===== src/rtl/buff_rd_pkg.sv =====
// Shared types and constants for the ADC buffer read-side controller:
// FSM state encoding, default half depth and the tag word layout.
package buff_rd_pkg;

    typedef enum logic [2:0] {
        ST_IDLE  = 3'd0,
        ST_TAG   = 3'd1,
        ST_ISSUE = 3'd2,
        ST_WAIT  = 3'd3,
        ST_HOLD  = 3'd4,
        ST_DONE  = 3'd5
    } rd_state_e;

    localparam int HALF_DEPTH = 256;

    localparam logic [3:0] TAG_MARK     = 4'hA;
    localparam int         TAG_MARK_LSB = 12;
    localparam int         TAG_HALF_BIT = 11;
    localparam int         TAG_OVR_BIT  = 10;
    localparam int         TAG_SEQ_W    = 10;

    function automatic logic [15:0] make_tag(input logic half, input logic ovr,
                                             input logic [TAG_SEQ_W-1:0] seq);
        logic [15:0] tag;
        tag                     = 16'h0000;
        tag[TAG_MARK_LSB +: 4]  = TAG_MARK;
        tag[TAG_HALF_BIT]       = half;
        tag[TAG_OVR_BIT]        = ovr;
        tag[TAG_SEQ_W-1:0]      = seq;
        return tag;
    endfunction

endpackage


===== src/rtl/buff_half_tracker.sv =====
// Tracks which buffer halves are full, which half the writer fills next,
// which half the reader drains next, and the sticky overrun flag.
module buff_half_tracker (
    input  logic clk,
    input  logic reset,
    input  logic sync_clr,
    input  logic write_done,
    input  logic clr_req,
    output logic half_ready,
    output logic rd_half,
    output logic overrun
);

    logic [1:0] pending_r;
    logic [1:0] pending_nxt_s;
    logic       fill_half_r;
    logic       rd_half_r;
    logic       overrun_r;

    // Next pending flags; a set from the writer wins over the reader's clear.
    always_comb begin
        pending_nxt_s = pending_r;
        if (clr_req) begin
            pending_nxt_s[rd_half_r] = 1'b0;
        end else begin
            pending_nxt_s = pending_r;
        end
        if (write_done) begin
            pending_nxt_s[fill_half_r] = 1'b1;
        end else begin
            pending_nxt_s[fill_half_r] = pending_nxt_s[fill_half_r];
        end
    end

    // Half tracking registers; sync_clr realigns everything to half 0.
    always_ff @(posedge clk) begin
        if (reset || sync_clr) begin
            pending_r   <= 2'b00;
            fill_half_r <= 1'b0;
            rd_half_r   <= 1'b0;
            overrun_r   <= 1'b0;
        end else begin
            pending_r <= pending_nxt_s;
            if (write_done) begin
                fill_half_r <= ~fill_half_r;
                if (pending_r[fill_half_r]) begin
                    overrun_r <= 1'b1;
                end
            end
            if (clr_req) begin
                rd_half_r <= ~rd_half_r;
            end
        end
    end

    assign half_ready = pending_r[rd_half_r];
    assign rd_half    = rd_half_r;
    assign overrun    = overrun_r;

endmodule


===== src/rtl/buff_readout_ctrl.sv =====
// Drains full halves of the ADC sample buffer and streams them over valid/ready.
// Optional feature macro BUFF_RD_TAG_EN: emit a tag word before each half.
module buff_readout_ctrl #(
    parameter int DATA_W     = 16,
    parameter int ADDR_W     = 9,
    parameter int HALF_DEPTH = buff_rd_pkg::HALF_DEPTH
) (
    input  logic              clk,
    input  logic              reset,
    input  logic              sync_clr,
    input  logic              write_done,
    output logic              rd_en,
    output logic [ADDR_W-1:0] rd_addr,
    input  logic [DATA_W-1:0] rd_data,
    output logic              out_valid,
    input  logic              out_ready,
    output logic [DATA_W-1:0] out_data,
    output logic              read_done,
    output logic              busy,
    output logic              overrun
);

    import buff_rd_pkg::*;

    localparam int               CNT_W    = ADDR_W - 1;
    localparam logic [CNT_W-1:0] CNT_LAST = CNT_W'(HALF_DEPTH - 1);
`ifdef BUFF_RD_TAG_EN
    localparam rd_state_e ST_ENTRY = ST_TAG;
`else
    localparam rd_state_e ST_ENTRY = ST_ISSUE;
`endif

    rd_state_e         state_r;
    rd_state_e         state_nxt;
    logic [CNT_W-1:0]  cnt_r;
    logic [CNT_W-1:0]  cnt_nxt;
    logic              clr_req_s;
    logic              half_ready_s;
    logic              rd_half_s;
    logic              rd_en_r;
    logic [ADDR_W-1:0] rd_addr_r;
    logic              out_valid_r;
    logic [DATA_W-1:0] out_data_r;
    logic              read_done_r;
    logic              busy_r;
`ifdef BUFF_RD_TAG_EN
    logic [TAG_SEQ_W-1:0] seq_r;
`endif

    buff_half_tracker u_tracker (
        .clk        (clk),
        .reset      (reset),
        .sync_clr   (sync_clr),
        .write_done (write_done && !sync_clr),
        .clr_req    (clr_req_s),
        .half_ready (half_ready_s),
        .rd_half    (rd_half_s),
        .overrun    (overrun)
    );

    // Next-state and word counter logic.
    always_comb begin
        state_nxt = state_r;
        cnt_nxt   = cnt_r;
        clr_req_s = 1'b0;
        if (sync_clr) begin
            state_nxt = ST_IDLE;
        end else begin
            case (state_r)
                ST_IDLE: begin
                    if (half_ready_s) begin
                        cnt_nxt   = '0;
                        state_nxt = ST_ENTRY;
                    end else begin
                        state_nxt = ST_IDLE;
                    end
                end
                ST_TAG: begin
`ifdef BUFF_RD_TAG_EN
                    if (out_ready) begin
                        state_nxt = ST_ISSUE;
                    end else begin
                        state_nxt = ST_TAG;
                    end
`else
                    state_nxt = ST_IDLE;
`endif
                end
                ST_ISSUE: state_nxt = ST_WAIT;
                ST_WAIT:  state_nxt = ST_HOLD;
                ST_HOLD: begin
                    if (!out_ready) begin
                        state_nxt = ST_HOLD;
                    end else if (cnt_r == CNT_LAST) begin
                        state_nxt = ST_DONE;
                    end else begin
                        cnt_nxt   = cnt_r + CNT_W'(1);
                        state_nxt = ST_ISSUE;
                    end
                end
                ST_DONE: begin
                    clr_req_s = 1'b1;
                    state_nxt = ST_IDLE;
                end
                default: state_nxt = ST_IDLE;
            endcase
        end
    end

    // State, counter and registered control outputs, decoded from the next state.
    always_ff @(posedge clk) begin
        if (reset) begin
            state_r     <= ST_IDLE;
            cnt_r       <= '0;
            rd_en_r     <= 1'b0;
            rd_addr_r   <= '0;
            out_valid_r <= 1'b0;
            read_done_r <= 1'b0;
            busy_r      <= 1'b0;
        end else begin
            state_r     <= state_nxt;
            cnt_r       <= cnt_nxt;
            rd_en_r     <= (state_nxt == ST_ISSUE);
            out_valid_r <= (state_nxt == ST_HOLD) || (state_nxt == ST_TAG);
            read_done_r <= (state_nxt == ST_DONE);
            busy_r      <= (state_nxt != ST_IDLE);
            if (state_nxt == ST_ISSUE) begin
                rd_addr_r <= {rd_half_s, cnt_nxt};
            end
        end
    end

    // Output word register: buffer data one cycle after the read strobe, or the tag.
    always_ff @(posedge clk) begin
        if (reset) begin
            out_data_r <= '0;
        end else if (state_r == ST_WAIT) begin
            out_data_r <= rd_data;
`ifdef BUFF_RD_TAG_EN
        end else if ((state_r == ST_IDLE) && (state_nxt == ST_TAG)) begin
            out_data_r <= DATA_W'(make_tag(rd_half_s, overrun, seq_r));
`endif
        end else begin
            out_data_r <= out_data_r;
        end
    end

`ifdef BUFF_RD_TAG_EN
    // Block sequence count, advanced once per drained half.
    always_ff @(posedge clk) begin
        if (reset || sync_clr) begin
            seq_r <= '0;
        end else if (state_r == ST_DONE) begin
            seq_r <= seq_r + TAG_SEQ_W'(1);
        end
    end
`endif

    assign rd_en     = rd_en_r;
    assign rd_addr   = rd_addr_r;
    assign out_valid = out_valid_r;
    assign out_data  = out_data_r;
    assign read_done = read_done_r;
    assign busy      = busy_r;

endmodule


===== config.mk =====
export PLATFORM = sky130hd
export DESIGN_NAME = buff_readout_ctrl
export DESIGN_NICKNAME = d
export VERILOG_FILES = /design/src/rtl/buff_rd_pkg.sv /design/src/rtl/buff_half_tracker.sv /design/src/rtl/buff_readout_ctrl.sv
export SDC_FILE = /design/constraint.sdc
export NUM_CORES = 1
export LEC_CHECK = 0
export ABC_CLOCK_PERIOD_IN_PS = 3800
export CORE_MARGIN = 4
export CORE_UTILIZATION = 51
export DETAILED_ROUTE_END_ITERATION = 10
export HOLD_SLACK_MARGIN = 0.08
export PLACE_DENSITY = 0.83
export SETUP_SLACK_MARGIN = 0.15
export SLEW_MARGIN = 25
export SYNTH_ARGS = -nofsm -noshare
export SYNTH_HDL_FRONTEND = slang
export SYNTH_HIERARCHICAL = 1
export SYNTH_SLANG_ARGS = --single-unit
export TNS_END_PERCENT = 30

===== constraint.sdc =====
create_clock -name clk -period 3.8 [get_ports clk]
set_input_delay 0.76 -clock clk [delete_from_list [all_inputs] [get_ports clk]]
set_output_delay 0.76 -clock clk [all_outputs]
set_load 0.005 [all_outputs]

==> flow_metrics.py <==
metrics = {
    "die": {
        "core-area_mm2": 0.003661,
        "die_w_um": 69.55,
        "fp-row-count": 22,
        "die_h_um": 69.55,
        "die_area_mm2": 0.004837,
        "pin_count": 51,
        "initial_core_util_pct": 52.77,
    },
    "logic_synthesis": {
        "synth_top_area_share_pct": 46.63,
        "synth_most_common_cell": "nand2_1",
        "ys_top_cells_by_count": "49 x nand2_1, 45 x dfxtp_1, 31 x a21oi_1",
        "seq_area_frac_synth_pct": 46.63,
        "synth_area_leader_cell": "dfxtp_1",
        "synth_area_mm2": 0.001932,
        "synth_flop_cell": "dfxtp_1",
        "ys_seq_elements": 45,
        "ys_warn_count": 6,
        "syn_area_per_cell_um2": 8.436,
        "synth_cell_types": 51,
        "synth.area.top_cells": "dfxtp_1 47%, nand2_1 9.5%, a21oi_1 8.0%",
        "syn_inst": 229,
        "synth_edf_count": 0,
        "syn_nets": 251,
        "synthArstFlopShare_pct": 0,
    },
    "global_route": {
        "grt_pass1_vias": 1572,
        "track_usage_pct": 19.15,
        "grt_max_degree": 35,
        "antenna_found_initial": 0,
        "grt-ovfl-total": 0,
        "grt_pass1_wl_mm": 7.500,
    },
    "setup_path": {
        "startpoint_type": "primary input",
        "regToRegSetupSlack_ns": 1.96,
        "path_cells": "clkdlybuf4s50_1, nor4b_2, o41ai_1, a2bb2oi_2, nand2_1, a21oi_2",
        "max_stage_delay_ns": 0.74,
        "worst-setup-path-type": "in -> reg",
        "worstReg2RegStart": "cnt_r[0]$_SDFF_PP0_",
        "slowest_stage": "nor4b_2",
        "crit_required_ns": 4.04,
        "worstPathArrival_ns": 2.68,
        "crit_family": "simple AND/OR/NAND/NOR gates",
        "cp_max_fo": 9,
        "timing.rr.end": "out_valid$_SDFF_PP0_",
        "reg2reg_depth": 6,
        "cp.buffers_inverters": 1,
        "cp-end-kind": "register",
    },
    "sta": {
        "max-slew-margin-rel_pct": 51.01,
        "hold_viol_final": 0,
        "tightest_slew_ns": 0.7329,
        "fin_worst_hold_slack_ns": 0.4565,
        "skew_ns": 0.009469,
        "final-setup-viol-count": 0,
        "finalMaxSlewViolations": 0,
        "rsz0062_at_grt": "false",
        "fin_setup_tns_ns": 0,
        "clock.fmax_mhz": 409.5,
        "period_share_pct": 64.27,
        "min_period_ns": 2.442,
    },
    "power_and_ir_drop": {
        "p_per_area_mw_per_mm2": 326.2,
        "p_total_uw": 830.2,
        "ir_worst_vdd_v": 0.0003359,
        "power_leakage_uw": 0.0008415,
    },
    "clock_network": {
        "htree_num_levels": 2,
        "cts-root-buf": "clkbuf_8",
        "cts_sinks": 45,
        "tritoncts": "yes",
        "cts_resized": 0,
        "cts.path.max_buffers": 2,
        "post_cts_buffers": 0,
        "clk_pin_slew_ns": 0.08,
        "cts_buffers": 5,
        "ctsHoldBuffers": 0,
        "clk_latency_ns": 0.31,
    },
    "min_path": {
        "holdPathEnd": "out_data[11]$_SDFFE_PP0N_",
        "min_path_type": "reg -> reg",
        "hold-path-cell-count": 2,
        "hold_path_startpoint": "out_data[11]$_SDFFE_PP0N_",
    },
    "finish": {
        "nFillCells": 299,
        "drive_above_1_share_pct": 9.747,
        "num_antenna_cells": 0,
        "fin_util_pct": 69.51,
        "regArea_um2": 900.9,
        "final_area_mm2": 0.002545,
        "multi_input_area_um2": 957.2,
        "syn_to_final_growth_pct": 31.74,
        "nNetsFinal": 298,
    },
    "route": {
        "drtIter0Drc": 89,
        "viasPerCell": 5.265,
        "avgRoutedWirePerCell_um": 13.59,
        "drt_wl_total_mm": 4.417,
        "drc": 0,
        "ant_nets": 0,
        "vias": 1711,
        "drt-pass1-iter-count": 4,
    },
    "placed_design": {
        "portBuffers": 50,
        "dp_hpwl_mm": 3.188,
        "routabilityCongestion": 0.9169,
        "dpl_cell_area_mm2": 0.002446,
    },
    "run": {
        "maxCapViolCount": 0,
    },
    "status": {
        "status": "complete, no violations",
    },
}
==> worst max-delay path by stage <==
stage	startpoint	end	slack (ns)	cells past startpoint
after floorplan	sync_clr	rd_addr[7]$_SDFFE_PP0N_	1.84	5
after global placement	sync_clr	rd_addr[7]$_SDFFE_PP0N_	1.10	6
after detailed placement	sync_clr	rd_addr[6]$_SDFFE_PP0N_	1.05	6
after CTS	sync_clr	rd_addr[7]$_SDFFE_PP0N_	1.39	6
after global routing	sync_clr	rd_addr[7]$_SDFFE_PP0N_	1.21	6
final	sync_clr	rd_addr[7]$_SDFFE_PP0N_	1.36	6
==> cells in the final DEF, fill, tap and decap left out, types with 3 or more instances in the layout <==
cell,n
nor2_1,12
nand2b_1,4
o21ai_0,3
nand3_1,8
dfxtp_1,45
clkbuf_8,6
inv_1,6
clkdlybuf4s50_1,50
a21oi_1,31
nand2_1,49
nor3_1,4
and2_1,4
o21ai_1,3
==> final cells by class <==
cell class	count	share of cell area [%]
Clock buffer	6	3.245
Clock inverter	2	0.5408
Inverter	6	0.8850
Multi-Input combinational cell	167	37.61
Sequential cell	45	35.40
Tap cell	48	2.360
Timing Repair Buffer	51	19.96
==> per-stage QoR <==
step                std cells  setup WS (ns)
floorplan                 229          1.839
global placement          317          1.104
detailed placement        317          1.055
CTS                       325          1.389
global route              325          1.211
finish                    325          1.358
==> worst min-delay path, delay by kind of cell, from the launching register on <==
family          cells  cell delay, ns
compound gates      1            0.05
flops               1            0.31
simple gates        1            0.05
==> flip-flops by register name, indices dropped and copies added (netlist names), 2 cells and up <==
name	cells
rd_addr	9
u_tracker/pending_r	2
out_data	16
state_r	3
cnt_r	8
==> cells by family after synthesis <==
group | after synthesis | share of synthesized area [%]
AOI/OAI and AO/OA | 57 | 18.72
xor gates and xnor gates | 2 | 0.9069
adders and majority gates | 1 | 0.6476
buffers and inverters | 17 | 3.951
DFF | 45 | 46.63
muxes | 3 | 1.684
and+or+nand+nor | 104 | 27.46
==> power breakdown <==
| part | switching (µW) | internal [µW] | total (µW) |
|---|---|---|---|
| sequential | 1.36 | 473 | 474 |
| combinational | 19.9 | 26.6 | 46.5 |
| clock | 162 | 147 | 310 |
| total | 184 | 647 | 830 |
==> layer usage <==
| metal | GRT usage [%] | share of wire (%) |
|---|---|---|
| met2 | 29.24 | 47 |
| met3 | 6.232 | 4.8 |
| met4 | 5.640 | 1.4 |
| met5 | 0 | 0 |
| met1 | 25.77 | 46 |
Power figures use the tool's default switching activity.
